## src/rtl/vga_grid_timing.sv

```systemverilog
// vga_grid_timing
//   VGA timing generator with a COLS x ROWS cell grid over the active area and
//   a step-driven cursor that highlights one cell, latched once per frame.
//
// Ports:
//   clk          pixel clock
//   rst_n        asynchronous active-low reset
//   mode_toggle  one-cycle pulse, toggles IDLE/SELECT
//   step         one-cycle pulse, advance cursor (SELECT only)
//   step_back    one-cycle pulse, retreat cursor (SELECT only)
//   h_sync       horizontal sync at SYNC_POL level, 1 clock behind counters
//   v_sync       vertical sync at SYNC_POL level, 1 clock behind counters
//   active       visible pixel, 1 clock behind counters
//   cell_hit     visible pixel inside the highlighted cell, 1 clock behind
//   sel_enable   mode is SELECT
//   cursor       current cursor cell index
//   counter_x    live horizontal counter
//   counter_y    live vertical counter
//   frame_start  one-cycle pulse on the cycle after counter (0,0)
module vga_grid_timing #(
    parameter int H_ACTIVE   = 640,
    parameter int H_FP       = 16,
    parameter int H_SYNC     = 96,
    parameter int H_BP       = 48,
    parameter int V_ACTIVE   = 480,
    parameter int V_FP       = 10,
    parameter int V_SYNC     = 2,
    parameter int V_BP       = 33,
    parameter bit SYNC_POL   = 1'b0,
    parameter int COLS       = 4,
    parameter int ROWS       = 2,
    parameter bit SERPENTINE = 1'b1,
    localparam int H_TOTAL   = H_ACTIVE + H_FP + H_SYNC + H_BP,
    localparam int V_TOTAL   = V_ACTIVE + V_FP + V_SYNC + V_BP,
    localparam int N_CELLS   = COLS * ROWS,
    localparam int CUR_W     = $clog2(N_CELLS),
    localparam int XW        = $clog2(H_TOTAL),
    localparam int YW        = $clog2(V_TOTAL)
) (
    input  logic             clk,
    input  logic             rst_n,
    input  logic             mode_toggle,
    input  logic             step,
    input  logic             step_back,
    output logic             h_sync,
    output logic             v_sync,
    output logic             active,
    output logic             cell_hit,
    output logic             sel_enable,
    output logic [CUR_W-1:0] cursor,
    output logic [XW-1:0]    counter_x,
    output logic [YW-1:0]    counter_y,
    output logic             frame_start
);

    localparam int CELL_W = H_ACTIVE / COLS;
    localparam int CELL_H = V_ACTIVE / ROWS;
    localparam int CWW    = $clog2(CELL_W + 1);
    localparam int CHW    = $clog2(CELL_H + 1);
    localparam int COL_W  = (COLS > 1) ? $clog2(COLS) : 1;
    localparam int ROW_W  = (ROWS > 1) ? $clog2(ROWS) : 1;

    localparam logic [XW-1:0]    X_LAST   = XW'(H_TOTAL - 1);
    localparam logic [YW-1:0]    Y_LAST   = YW'(V_TOTAL - 1);
    localparam logic [XW-1:0]    X_ACT    = XW'(H_ACTIVE);
    localparam logic [YW-1:0]    Y_ACT    = YW'(V_ACTIVE);
    localparam logic [XW-1:0]    HS_FIRST = XW'(H_ACTIVE + H_FP);
    localparam logic [XW-1:0]    HS_LAST  = XW'(H_ACTIVE + H_FP + H_SYNC - 1);
    localparam logic [YW-1:0]    VS_FIRST = YW'(V_ACTIVE + V_FP);
    localparam logic [YW-1:0]    VS_LAST  = YW'(V_ACTIVE + V_FP + V_SYNC - 1);
    localparam logic [CWW-1:0]   CW_LAST  = CWW'(CELL_W - 1);
    localparam logic [CHW-1:0]   CH_LAST  = CHW'(CELL_H - 1);
    localparam logic [COL_W-1:0] COL_LAST = COL_W'(COLS - 1);
    localparam logic [ROW_W-1:0] ROW_LAST = ROW_W'(ROWS - 1);
    localparam logic [CUR_W-1:0] CUR_LAST = CUR_W'(N_CELLS - 1);

    typedef enum logic {IDLE, SELECT} state_t;

    state_t             state, state_nx;
    logic [CUR_W-1:0]   cursor_nx;
    logic [CUR_W-1:0]   cursor_frame;
    logic [CWW-1:0]     col_cnt_p0;
    logic [CHW-1:0]     row_cnt_p0;
    logic [COL_W-1:0]   col_p0;
    logic [ROW_W-1:0]   row_p0;
    logic [CUR_W-1:0]   pix_idx_p0;
    logic [CUR_W-1:0]   hit_cursor_p0;
    logic               frame_origin_p0;
    logic               in_active_p0;

    assign sel_enable = (state == SELECT);

    // Mode FSM and cursor
    always_comb begin
        state_nx  = state;
        cursor_nx = cursor;
        if (mode_toggle) begin
            // Toggle wins over any same-cycle step; cursor is 0 in both directions.
            state_nx  = (state == IDLE) ? SELECT : IDLE;
            cursor_nx = '0;
        end else if (state == SELECT) begin
            if (step && !step_back) begin
                cursor_nx = (cursor == CUR_LAST) ? '0 : cursor + CUR_W'(1);
            end else if (step_back && !step) begin
                cursor_nx = (cursor == '0) ? CUR_LAST : cursor - CUR_W'(1);
            end
        end else begin
            cursor_nx = '0;
        end
    end

    always_ff @(posedge clk or negedge rst_n) begin
        if (!rst_n) begin
            state  <= IDLE;
            cursor <= '0;
        end else begin
            state  <= state_nx;
            cursor <= cursor_nx;
        end
    end

    // Stage 0: live counters and cell sub-counters aligned with them
    always_ff @(posedge clk or negedge rst_n) begin
        if (!rst_n) begin
            counter_x  <= '0;
            counter_y  <= '0;
            col_cnt_p0 <= '0;
            col_p0     <= '0;
            row_cnt_p0 <= '0;
            row_p0     <= '0;
        end else begin
            if (counter_x == X_LAST) begin
                counter_x  <= '0;
                col_cnt_p0 <= '0;
                col_p0     <= '0;
                if (counter_y == Y_LAST) begin
                    counter_y  <= '0;
                    row_cnt_p0 <= '0;
                    row_p0     <= '0;
                end else begin
                    counter_y <= counter_y + YW'(1);
                    if (row_cnt_p0 == CH_LAST) begin
                        row_cnt_p0 <= '0;
                        // Clamp in vertical blanking; active gates the value there.
                        if (row_p0 != ROW_LAST) row_p0 <= row_p0 + ROW_W'(1);
                    end else begin
                        row_cnt_p0 <= row_cnt_p0 + CHW'(1);
                    end
                end
            end else begin
                counter_x <= counter_x + XW'(1);
                if (col_cnt_p0 == CW_LAST) begin
                    col_cnt_p0 <= '0;
                    if (col_p0 != COL_LAST) col_p0 <= col_p0 + COL_W'(1);
                end else begin
                    col_cnt_p0 <= col_cnt_p0 + CWW'(1);
                end
            end
        end
    end

    always_comb begin
        pix_idx_p0 = CUR_W'(int'(row_p0) * COLS + int'(col_p0));
        if (SERPENTINE && row_p0[0]) begin
            pix_idx_p0 = CUR_W'(int'(row_p0) * COLS + (COLS - 1 - int'(col_p0)));
        end
    end

    assign frame_origin_p0 = (counter_x == '0) && (counter_y == '0);
    assign in_active_p0    = (counter_x < X_ACT) && (counter_y < Y_ACT);
    // At the origin cursor_frame is being reloaded on this same edge, so the
    // first pixel of the frame must already compare against the new value.
    assign hit_cursor_p0   = frame_origin_p0 ? cursor : cursor_frame;

    // Stage 1: registered timing outputs
    always_ff @(posedge clk or negedge rst_n) begin
        if (!rst_n) begin
            h_sync       <= ~SYNC_POL;
            v_sync       <= ~SYNC_POL;
            active       <= 1'b0;
            cell_hit     <= 1'b0;
            frame_start  <= 1'b0;
            cursor_frame <= '0;
        end else begin
            h_sync       <= (counter_x >= HS_FIRST && counter_x <= HS_LAST) ? SYNC_POL : ~SYNC_POL;
            v_sync       <= (counter_y >= VS_FIRST && counter_y <= VS_LAST) ? SYNC_POL : ~SYNC_POL;
            active       <= in_active_p0;
            cell_hit     <= in_active_p0 && sel_enable && (pix_idx_p0 == hit_cursor_p0);
            frame_start  <= frame_origin_p0;
            if (frame_origin_p0) cursor_frame <= cursor;
        end
    end

endmodule

```

## config.mk

```make
export PLATFORM = sky130hd
export DESIGN_NAME = vga_grid_timing
export DESIGN_NICKNAME = d
export VERILOG_FILES = /design/src/rtl/vga_grid_timing.sv
export SDC_FILE = /design/constraint.sdc
export NUM_CORES = 1
export LEC_CHECK = 0
export ABC_AREA = 1
export ABC_CLOCK_PERIOD_IN_PS = 2400
export CORE_MARGIN = 2
export CORE_UTILIZATION = 35
export DETAILED_ROUTE_END_ITERATION = 16
export PLACE_DENSITY = 0.63
export SKIP_LAST_GASP = 1
export SYNTH_ARGS = -nofsm -noshare
export SYNTH_HDL_FRONTEND = slang
export SYNTH_SLANG_ARGS = --single-unit
```

## constraint.sdc

```tcl
create_clock -name clk -period 2.4 [get_ports clk]
set_clock_uncertainty 0.15 [all_clocks]
set_input_delay 0.48 -clock clk [delete_from_list [all_inputs] [get_ports clk]]
set_output_delay 0.48 -clock clk [all_outputs]
set_load 0.01 [all_outputs]
```

==> results_tabular.tex, run 1 <==
\begin{tabular}{lr}
\hline
Metric & Value \\
\hline
\multicolumn{2}{l}{\textbf{Synth}} \\
Fraction of the mapped netlist area in simple logic gates & between 20\% and 30\% \\
Synth cell count leaders & nand2\_1, inv\_1, dfrtp\_1, nor2\_1, nand3\_1 \\
Share of synthesized area occupied by flip-flops and latches & 45.4\% \\
Syn Inst Count & between 300 and 400 \\
Post-synthesis adder-cell area fraction & approximately 5.3\% \\
Synth Net Count & 359 \\
Synth Area in XOR/XNOR & 5.29\% \\
Yosys Warn Count & 0 \\
Syn\_area\_per\_cell & 8.23 µm² \\
Top-area cell type share of the netlist area & a little over two fifths \\
Most common cell in the netlist & nand2\_1 \\
EDFF count, synth & 0 \\
Top cells by area in the synthesized netlist & dfrtp\_1, nand2\_1, inv\_1, nor2\_1, ha\_1 \\
Seq cells post-synth & 51 \\
Yosys cell types & 35 \\
Share of synthesized flip-flops with an asynchronous set or reset & 100\% \\
Largest family of logic cells by synthesized area & simple AND/OR/NAND/NOR gates \\
Most instantiated flip-flop cell in the synthesis netlist & dfrtp\_1 \\
Multiplexer share of the synthesized area & 0\% \\
Cell type with the highest aggregate area in the netlist & dfrtp\_1 \\
Post-synthesis compound-gate area fraction & between 6 and 7\% \\
Netlist area before placement & between 0.002 and 0.003 mm² \\
\multicolumn{2}{l}{\textbf{Drt}} \\
Total DRC errors in the routed layout & 0 \\
Number of routed nets with antenna violations & 0 \\
Routed via count & around 2300 \\
Wirelength, routed & about 5.7 mm \\
Pre-antenna DRT Iters & 4 \\
Vias per Instance & approximately 4.8 \\
1st-iter DRT viols & 86 \\
Wirelength per Cell & approximately 12 µm \\
\multicolumn{2}{l}{\textbf{Status}} \\
Violations in the final reports & negative hold slack \\
Run status & finished with violations \\
\multicolumn{2}{l}{\textbf{Min path}} \\
Class of the worst hold path & input pin to async pin \\
\multicolumn{2}{l}{\textbf{Final layout}} \\
Nets@finish & 396 \\
Synthesis-to-layout area growth & 19.1\% \\
Post-route design area & about 0.0034 mm² \\
Layout cell share with drive strength beyond 1 & under 10\% \\
Number of antenna repair diodes & 0 \\
\multicolumn{2}{l}{\textbf{Clocking}} \\
Clock tree from TritonCTS & built \\
Count of hold-fix buffers inserted at cts & 0 \\
CTS H-tree depth & 2 \\
CTS buffer count & 5 \\
Number of clock sinks seen by CTS & 51 \\
Buffer depth of the longest clock path & 2 \\
Clock-pin slew on the worst setup and hold paths & around 90 ps \\
CTS-repair resized insts & 0 \\
Root buf cell & clkbuf\_8 \\
Buffers inserted during post-CTS setup optimization & 0 \\
Worst-skew pair later-pin latency & 300 ps \\
\multicolumn{2}{l}{\textbf{Timing}} \\
Final setup viols & 0 \\
Actual slew at the worst max-slew pin & 515 ps \\
Unrepaired setup endpoints after global routing & no \\
Maximum operating frequency & $\sim$500 MHz \\
Final cycle utilization of the critical path & 85.7\% \\
Final hold violation count & 19 \\
Tightest slew margin relative to the limit & between 60\% and 70\% \\
Number of max-slew violations in the final report & 0 \\
Setup tns final & 0 ps \\
Hold slack & -8.32 ps \\
Final period demand of the worst path & between 2000 and 2500 ps \\
\multicolumn{2}{l}{\textbf{Placed design}} \\
Number of buffer cells added on primary ports & 33 \\
DP HPWL & 4.28 mm \\
Final weighted congestion in routability-driven placement & roughly 0.85 \\
Placed Instance Area & approximately 0.0033 mm² \\
\multicolumn{2}{l}{\textbf{Global routing}} \\
Total gr overflow & 0 \\
Pin count of the biggest net entering global routing & 31 \\
Antenna violations before repair & 0 \\
Via count of the first global-routing pass & approximately 2300 \\
Global-route wire length before repair & about 10 mm \\
Tot GR Track Use & 14.9\% \\
\multicolumn{2}{l}{\textbf{Setup path}} \\
Cell with the largest stage delay on the worst path & dfrtp\_1 \\
Data required time of the critical path & approximately 2500 ps \\
Series of cell instances along the critical path & ha\_1 -> nand2\_2 -> nor2\_4 -> nand4\_2 -> nor2\_4 -> buf\_4 -> nand2\_2 -> nor2\_2 -> nand3\_1 -> a21oi\_1 \\
Critical path data arrival time & approximately 2100 ps \\
R2R setup slack & $\sim$340 ps \\
Classification of the worst setup path & register to register \\
Reg2Reg Launch Point & counter\_x[0] \\
Delay of the slowest critical-path stage & 420 ps \\
Critical path startpoint category & register \\
Endpoint type of the worst setup path & register \\
Biggest fanout along the worst timing path & 22 \\
Origin of the worst setup path & counter\_x[0] \\
\multicolumn{2}{l}{\textbf{Pwr}} \\
Leak pwr & $\sim$1.6 nW \\
Ratio of total power to cell area & $\sim$490 mW/mm² \\
VDD IR-drop max & between 0.0003 and 0.0004 V \\
Sw frac & between 20\% and 30\% \\
P\_int & 1.25 mW \\
Fraction of power consumed by sequential logic & a little under three fifths \\
Switching power total & $\sim$0.40 mW \\
Clock network fraction of design power & approximately 32\% \\
Gate power share & between 10\% and 20\% \\
\multicolumn{2}{l}{\textbf{Floorplanning}} \\
Num ports & 34 \\
Floorplan die area & 0.00878 mm² \\
Cell row count & 32 \\
Starting density of the core & between 30\% and 40\% \\
Die boundary width & around 94 µm \\
Area inside the core boundary & between 0.007 and 0.008 mm² \\
Height of the chip & around 94 µm \\
\multicolumn{2}{l}{\textbf{Flow run}} \\
Max-Cap Viols & 0 \\
\hline
\end{tabular}
-- worst max-delay path, delay by kind of cell, from the launching register on --
family	cells	cell delay, ps
and+or+nand+nor	7	790
buffers and inverters	1	290
DFF	1	420
adders and majority gates	1	220
AOI/OAI and AO/OA	1	130
-- state kept, by name, summed over array words and instances, names as in the netlist --
name	cells
sel_enable	1
cursor_frame	3
cell_hit	1
col_cnt_p0	8
frame_start	1
row_cnt_p0	8
row_p0	1
counter_y	10
col_p0	2
h_sync	1
cursor	3
v_sync	1
counter_x	10
active	1
-- per-layer routing --
layer	share of wire [%]	vias to the layer above	wire [µm]	global-route usage (%)
met2	45	55	2570	22.8
met3	5.0	7	283	2.57
li1	-	1174	-	-
met4	1.5	0	88	4.95
met5	0	-	0	0
met1	48	1079	2760	21.2
-- final timing paths --
path                                 end  cells after the start
max in group asynchronous         row_p0                      2
hold reg to reg            col_cnt_p0[0]                      1
setup reg to reg            counter_y[8]                     10
min in group clk           col_cnt_p0[0]                      1
setup / recovery            counter_y[8]                     10
hold / removal              counter_x[1]                      1
-- cells by family after synthesis --
kind of cell               after synthesis
AOI/OAI and AO/OA                       32
xor gates and xnor gates                17
adders and majority gates               12
buffers and inverters                   57
DFF                                     51
and+or+nand+nor                        173
-- placed cells by master (no fill, tap or decap), drive strengths merged --
cell type and instances:
nand2 61, nor2 55, inv 51, dfrtp 49
clkdlybuf4s50 32, nand3 24, nor3 13, xor2 13
ha 12, o21ai 12, nand4 10, a21oi 9
clkbuf 8, xnor2 4, o22ai 4, buf 4
nor4 3, nor3b 3, or2 2, a31oi 2
dfstp 2, and3 1, o2111ai 1, nand3b 1
a211oi 1, a21boi 1, a22o 1, o21a 1
-- power groups by stage --
stage / sequential (mW) / combinational [mW] / clock [mW]
2_1_floorplan: 0.940 / 0.0848 / 0
3_3_place_gp: 0.935 / 0.196 / 0
3_5_place_dp: 0.937 / 0.199 / 0
4_1_cts: 0.921 / 0.201 / 0.560
5_1_grt: 0.926 / 0.222 / 0.591
6_report: 0.920 / 0.198 / 0.531
-- cell type report --
cell class | count | area, µm²
clock buffers | 8 | 100
fillers | 797 | 4420
flip-flops and latches | 51 | 1280
multi-input cells | 234 | 1290
well taps | 102 | 128
inverters | 51 | 194
repair buffers | 36 | 360
-- metrics by stage --
stage | total power, mW | setup WS, ps | utilization, % | cells
after floorplan | 1.03 | 614 | - | 342
after global placement | 1.13 | 416 | 41.9 | 474
after detailed placement | 1.14 | 346 | 41.9 | 474
after CTS | 1.68 | 331 | 43.2 | 482
after global routing | 1.74 | 97.3 | 43.2 | 482
final | 1.65 | 343 | 43.2 | 482
(Power assumes the default switching activity.)
==> run 2, diff against run 1 <==
Settings changed: MAX_ROUTING_LAYER from default to met4.
==> results_tabular.tex, run 2 (synthesized netlist as in run 1, its figures left out) <==
\begin{tabular}{lr}
\hline
Metric & Value \\
\hline
\multicolumn{2}{l}{\textbf{Timing}} \\
Hold slack & -8.44 ps (-0.120 ps) \\
Final hold violation count & 19 (unchanged) \\
Final period demand of the worst path & 2060 ps (+0.106 ps) \\
Tightest slew margin relative to the limit & 65.7\% (about the same) \\
Final cycle utilization of the critical path & 85.7\% (about the same) \\
Maximum operating frequency & 486 MHz (about the same) \\
Actual slew at the worst max-slew pin & 515 ps (-0.481 ps) \\
Setup tns final & 0 ps (unchanged) \\
Number of max-slew violations in the final report & 0 (unchanged) \\
Final setup viols & 0 (unchanged) \\
Unrepaired setup endpoints after global routing & no \\
\multicolumn{2}{l}{\textbf{Floorplanning}} \\
Cell row count & 32 (unchanged) \\
Height of the chip & 93.7 µm (unchanged) \\
Area inside the core boundary & 0.00777 mm² (unchanged) \\
Floorplan die area & 0.00878 mm² (unchanged) \\
Starting density of the core & 36.2\% (unchanged) \\
Num ports & 34 (unchanged) \\
Die boundary width & 93.7 µm (unchanged) \\
\multicolumn{2}{l}{\textbf{Global routing}} \\
Antenna violations before repair & 0 (unchanged) \\
Tot GR Track Use & 15.3\% (+0.41 points) \\
Global-route wire length before repair & 10.4 mm (about the same) \\
Total gr overflow & 0 (unchanged) \\
Via count of the first global-routing pass & 2293 (-0.044\%) \\
Pin count of the biggest net entering global routing & 31 (unchanged) \\
\multicolumn{2}{l}{\textbf{Clocking}} \\
CTS H-tree depth & 2 (unchanged) \\
Clock-pin slew on the worst setup and hold paths & 90 ps (about the same) \\
Clock tree from TritonCTS & built \\
Number of clock sinks seen by CTS & 51 (unchanged) \\
Count of hold-fix buffers inserted at cts & 0 (unchanged) \\
Root buf cell & clkbuf\_8 \\
Buffer depth of the longest clock path & 2 (unchanged) \\
CTS buffer count & 5 (unchanged) \\
CTS-repair resized insts & 0 (unchanged) \\
Buffers inserted during post-CTS setup optimization & 0 (unchanged) \\
Worst-skew pair later-pin latency & 300 ps (about the same) \\
\multicolumn{2}{l}{\textbf{Final layout}} \\
Nets@finish & 396 (unchanged) \\
Number of filler cells placed in the layout & 797 (unchanged) \\
Post-route design area & 0.00335 mm² (unchanged) \\
Top flop regs & counter\_x: 10 flops, counter\_y: 10 flops \\
Final Util & 43.2\% (unchanged) \\
Layout cell share with drive strength beyond 1 & 7.89\% (unchanged) \\
Commonest non-fill, non-tap cells in the layout & nand2\_1, inv\_1, dfrtp\_1 \\
Most frequent standard cell in the layout excluding fill and tap cells & nand2\_1 \\
Number of antenna repair diodes & 0 (unchanged) \\
Synthesis-to-layout area growth & 19.1\% (unchanged) \\
\multicolumn{2}{l}{\textbf{Drt}} \\
Routed via count & 2317 (+0.086\%) \\
1st-iter DRT viols & 86 (unchanged) \\
Wirelength per Cell & 11.8 µm (-0.11\%) \\
Vias per Instance & 4.81 (about the same) \\
Pre-antenna DRT Iters & 4 (unchanged) \\
Total DRC errors in the routed layout & 0 (unchanged) \\
Wirelength, routed & 5.70 mm (-0.11\%) \\
Number of routed nets with antenna violations & 0 (unchanged) \\
\multicolumn{2}{l}{\textbf{Status}} \\
Violations in the final reports & negative hold slack \\
Run status & finished with violations \\
\multicolumn{2}{l}{\textbf{Pwr}} \\
VDD IR-drop max & 0.000366 V (about the same) \\
P\_int & 1.25 mW (about the same) \\
Leak pwr & 1.59 nW (unchanged) \\
Clock network fraction of design power & 32.2\% (about the same) \\
Fraction of power consumed by sequential logic & 55.8\% (about the same) \\
Sw frac & 24.3\% (about the same) \\
Gate power share & 12.0\% (about the same) \\
Ratio of total power to cell area & 492 mW/mm² (about the same) \\
Switching power total & 0.401 mW (about the same) \\
\multicolumn{2}{l}{\textbf{Setup path}} \\
Number of buffer and inverter stages on the critical path & 1 (unchanged) \\
Cell with the largest stage delay on the worst path & dfrtp\_1 \\
Delay of the slowest critical-path stage & 420 ps (about the same) \\
Critical path data arrival time & 2140 ps (about the same) \\
R2R setup slack & 340 ps (about the same) \\
Stages on the worst setup path & 10 (unchanged) \\
Origin of the worst setup path & counter\_x[0] \\
Classification of the worst setup path & register to register \\
Largest delay share family, worst path & simple AND/OR/NAND/NOR gates \\
Endpoint type of the worst setup path & register \\
Reg2Reg Launch Point & counter\_x[0] \\
Series of cell instances along the critical path & ha\_1 -> nand2\_2 -> nor2\_4 -> nand4\_2 -> nor2\_4 -> buf\_4 -> nand2\_2 -> nor2\_2 -> nand3\_1 -> a21oi\_1 \\
Number of cells traversed by the worst register-to-register path & 10 (unchanged) \\
Biggest fanout along the worst timing path & 22 (unchanged) \\
Critical path startpoint category & register \\
Crit Reg-Reg Endpoint & counter\_y[8] \\
Data required time of the critical path & 2480 ps (about the same) \\
Capturing instance or port of the critical path & counter\_y[8] \\
\multicolumn{2}{l}{\textbf{Min path}} \\
Class of the worst hold path & input pin to async pin \\
\multicolumn{2}{l}{\textbf{Placed design}} \\
Number of buffer cells added on primary ports & 33 (unchanged) \\
Placed Instance Area & 0.00325 mm² (unchanged) \\
Final weighted congestion in routability-driven placement & 0.869 (+1.6\%) \\
DP HPWL & 4.28 mm (unchanged) \\
\multicolumn{2}{l}{\textbf{Flow run}} \\
Max-Cap Viols & 0 (unchanged) \\
\hline
\end{tabular}
==> run 2: cell counts in the layout (fill, tap and decap cells not counted) <==
Identical to the previous run, type by type.
==> run 2: stage by stage <==
step / hold slack, ps / instances / worst slack, ps / total power, mW
after floorplan: 34.4 / 342 / 614 / 1.03
after global placement: 300 / 474 / 416 / 1.13
after detailed placement: 297 / 474 / 346 / 1.14
after CTS: 4.23 / 482 / 331 / 1.68
after global routing: 29.2 / 482 / 97.3 / 1.74
final: -8.44 / 482 / 343 / 1.65
==> run 2: worst min path at each step <==
stage                  startpoint             to  slack [ps]  depth (start not counted)
floorplan                   rst_n         active          30                          0
finish                      rst_n   counter_x[1]          -8                          1
detailed placement  col_cnt_p0[0]  col_cnt_p0[0]         300                          1
global route                rst_n  col_cnt_p0[4]          30                          1
CTS                         rst_n   counter_y[1]           4                          1
global placement    col_cnt_p0[0]  col_cnt_p0[0]         300                          1
==> run 2: worst reg2reg max path, stage by stage, from the launching register on <==
cell,delay [ps]
dfrtp_1,420
ha_1,220
nand2_2,80
nor2_4,130
nand4_2,120
nor2_4,140
buf_4,290
nand2_2,110
nor2_2,130
nand3_1,80
a21oi_1,130
==> run 2: area by class of cell <==
type / count / area [µm²] / area share, %
clock buffers: 8 / 100 / 2.99
inverters: 51 / 194 / 5.79
multi-input cells: 234 / 1290 / 38.5
flip-flops and latches: 51 / 1280 / 38.1
well taps: 102 / 128 / 3.81
repair buffers: 36 / 360 / 10.8
==> run 2: layer usage <==
| metal | vias to the layer above | wire (µm) | global-route usage [%] |
|---|---|---|---|
| li1 | 1174 | - | - |
| met1 | 1077 | 2760 | 21.2 |
| met2 | 57 | 2560 | 22.8 |
| met3 | 9 | 286 | 2.57 |
| met4 | 0 | 91 | 4.95 |
| met5 | - | 0 | - |
==> run 2: power by group through the flow <==
stage                     Combinational, mW  Clock [mW]  Sequential [mW]
final                                 0.198       0.531            0.920
after CTS                             0.201       0.560            0.921
after global routing                  0.222       0.591            0.926
after floorplan                      0.0848           0            0.940
after detailed placement              0.199           0            0.937
after global placement                0.196           0            0.935
==> run 3, diff against run 2 <==
Settings changed: CORE_UTILIZATION 35 to 48, PLACE_DENSITY 0.63 to 0.79.
==> results_tabular.tex, run 3 (synthesized netlist as in run 1, its figures left out) <==
\begin{tabular}{lr}
\hline
Metric & Value \\
\hline
\multicolumn{2}{l}{\textbf{Status}} \\
Run status & complete, no violations \\
\multicolumn{2}{l}{\textbf{Clocking}} \\
Root buf cell & clkbuf\_8 \\
Buffer depth of the longest clock path & 2 (unchanged) \\
CTS-repair resized insts & 0 (unchanged) \\
CTS H-tree depth & 2 (unchanged) \\
CTS buffer count & 5 (unchanged) \\
Clock tree from TritonCTS & built \\
Worst-skew pair later-pin latency & 310 ps (about the same) \\
Clock-pin slew on the worst setup and hold paths & 90 ps (about the same) \\
Number of clock sinks seen by CTS & 51 (unchanged) \\
\multicolumn{2}{l}{\textbf{Setup path}} \\
Critical path data arrival time & 2160 ps (+20 ps) \\
R2R setup slack & 320 ps (-20 ps) \\
Classification of the worst setup path & register to register \\
Critical path startpoint category & register \\
Crit Reg-Reg Endpoint & counter\_y[8] \\
Delay of the slowest critical-path stage & 430 ps (about the same) \\
Data required time of the critical path & 2480 ps (about the same) \\
Number of cells traversed by the worst register-to-register path & 10 (unchanged) \\
Reg2Reg Launch Point & counter\_x[0] \\
Biggest fanout along the worst timing path & 22 (unchanged) \\
Series of cell instances along the critical path & ha\_1 -> nand2\_2 -> nor2\_4 -> nand4\_2 -> nor2\_4 -> buf\_4 -> nand2\_2 -> nor2\_2 -> nand3\_1 -> a21oi\_1 \\
Endpoint type of the worst setup path & register \\
Cell with the largest stage delay on the worst path & dfrtp\_1 \\
\multicolumn{2}{l}{\textbf{Final layout}} \\
Number of antenna repair diodes & 0 (unchanged) \\
Top flop regs & counter\_x: 10 flops, counter\_y: 10 flops \\
Commonest non-fill, non-tap cells in the layout & nand2\_1, inv\_1, dfrtp\_1 \\
Nets@finish & 398 (+0.51\%) \\
Filler-free cell count of the finished design & 454 (-5.8\%) \\
Most frequent standard cell in the layout excluding fill and tap cells & nand2\_1 \\
Number of filler cells placed in the layout & 501 (-37\%) \\
Synthesis-to-layout area growth & 18.3\% \\
Layout cell share with drive strength beyond 1 & 8.38\% (+0.48 points) \\
\multicolumn{2}{l}{\textbf{Drt}} \\
Routed via count & 2390 (+3.2\%) \\
Wirelength, routed & 5.76 mm (+1.2\%) \\
1st-iter DRT viols & 130 (+51\%) \\
Pre-antenna DRT Iters & 4 (unchanged) \\
Number of routed nets with antenna violations & 0 (unchanged) \\
Wirelength per Cell & 12.7 µm (+7.4\%) \\
Vias per Instance & 5.26 (+9.5\%) \\
Total DRC errors in the routed layout & 0 (unchanged) \\
\multicolumn{2}{l}{\textbf{Timing}} \\
Final period demand of the worst path & 2080 ps (+18.6 ps) \\
Final cycle utilization of the critical path & 86.5\% (+0.78 points) \\
Maximum operating frequency & 482 MHz (-0.90\%) \\
Setup tns final & 0 ps (unchanged) \\
Final setup viols & 0 (unchanged) \\
Final hold violation count & 0 (-19) \\
Actual slew at the worst max-slew pin & 513 ps (-1.35 ps) \\
Tightest slew margin relative to the limit & 65.5\% (-0.23 points) \\
Number of max-slew violations in the final report & 0 (unchanged) \\
Unrepaired setup endpoints after global routing & no \\
\multicolumn{2}{l}{\textbf{Floorplanning}} \\
Starting density of the core & 50.5\% (+14 points) \\
Die boundary width & 80.6 µm (-14\%) \\
Height of the chip & 80.6 µm (-14\%) \\
Floorplan die area & 0.00649 mm² (-26\%) \\
Cell row count & 27 (-16\%) \\
Area inside the core boundary & 0.00557 mm² (-28\%) \\
Num ports & 34 (unchanged) \\
\multicolumn{2}{l}{\textbf{Global routing}} \\
Global-route wire length before repair & 9.94 mm (-4.7\%) \\
Antenna violations before repair & 0 (unchanged) \\
Total gr overflow & 0 (unchanged) \\
Pin count of the biggest net entering global routing & 25 (-19\%) \\
Tot GR Track Use & 20.1\% (+4.8 points) \\
Via count of the first global-routing pass & 2282 (-0.48\%) \\
\multicolumn{2}{l}{\textbf{Min path}} \\
Hold\_sp & col\_cnt\_p0[0] \\
Destination of the worst hold path & col\_cnt\_p0[0] \\
Number of instances on the worst hold path & 1 \\
Class of the worst hold path & register to register \\
\multicolumn{2}{l}{\textbf{Pwr}} \\
VDD IR-drop max & 0.000253 V (-31\%) \\
Switching power total & 0.429 mW (+6.8\%) \\
Sum of internal, switching and leakage power & 1.65 mW (+0.14\%) \\
P\_int & 1.22 mW (-2.0\%) \\
Sw frac & 26.0\% (+1.6 points) \\
Clock network fraction of design power & 32.1\% (about the same) \\
Gate power share & 12.3\% (+0.3 points) \\
Fraction of power consumed by sequential logic & 55.6\% (-0.2 points) \\
Leak pwr & 1.59 nW (+0.31\%) \\
Ratio of total power to cell area & 496 mW/mm² (+0.78\%) \\
\multicolumn{2}{l}{\textbf{Placed design}} \\
Total placed cells including tap cells & 445 (-6.1\%) \\
Final weighted congestion in routability-driven placement & 0.897 (+3.3\%) \\
DP HPWL & 4.35 mm (+1.6\%) \\
Number of buffer cells added on primary ports & 33 (unchanged) \\
\multicolumn{2}{l}{\textbf{Flow run}} \\
Max-Cap Viols & 0 (unchanged) \\
\hline
\end{tabular}
run 3: final cells by class:
class / count / area [µm²] / area share, %
Clock inverter: 2 / 16.3 / 0.488
Sequential cell: 51 / 1280 / 38.4
Multi-Input combinational cell: 234 / 1290 / 38.8
Tap cell: 72 / 90.1 / 2.70
Timing Repair Buffer: 38 / 378 / 11.3
Inverter: 51 / 194 / 5.82
Clock buffer: 6 / 82.6 / 2.48
run 3: worst max-delay path by stage:
stage	from	end	slack, ps	cells past startpoint
3_3_place_gp	counter_x[0]	counter_y[8]	450	10
6_report	counter_x[0]	counter_y[8]	320	10
5_1_grt	counter_x[0]	counter_y[8]	160	10
4_1_cts	counter_x[0]	counter_y[8]	320	10
2_1_floorplan	counter_x[0]	row_cnt_p0[1]	610	8
3_5_place_dp	counter_x[0]	counter_y[8]	350	10
run 3: worst max-delay path, delay by kind of cell (launching register included):
family                   cells  cell delay [ps]
AO/OA/AOI/OAI                1              120
adder cells (fa/ha/maj)      1              230
AND/OR/NAND/NOR              7              760
buffers and inverters        1              290
flip-flops                   1              430
run 3: power by group through the flow:
stage / combinational (mW) / clock, mW / sequential (mW)
5_1_grt: 0.229 / 0.576 / 0.920
3_3_place_gp: 0.196 / 0 / 0.933
3_5_place_dp: 0.202 / 0 / 0.934
2_1_floorplan: 0.0848 / 0 / 0.940
6_report: 0.203 / 0.530 / 0.918
4_1_cts: 0.206 / 0.532 / 0.917
run 3: layer usage:
layer | GRT usage, % | up-vias | part of all wire [%] | wire, µm
met5 | - | - | 0 | 0
met4 | 6.44 | 0 | 1.2 | 70
li1 | - | 1179 | - | -
met1 | 24.2 | 1130 | 44 | 2510
met2 | 34.1 | 73 | 50 | 2900
met3 | 3.82 | 8 | 4.9 | 282
run 3: through the flow:
step | setup WS (ps) | utilization [%] | cell area (µm²) | hold slack [ps]
floorplan | 614 | - | 2820 | 34.4
global placement | 448 | 57.8 | 3220 | 265
detailed placement | 351 | 57.8 | 3220 | 270
CTS | 322 | 59.8 | 3330 | 311
global route | 163 | 59.8 | 3330 | 329
finish | 324 | 59.8 | 3330 | 308
run 3: timing repair:
action | 4_1_cts | 5_1_grt
hold buffers | 1 | 0
setup buffers | 0 | 0
endpoints found under the hold margin | 14 | 0
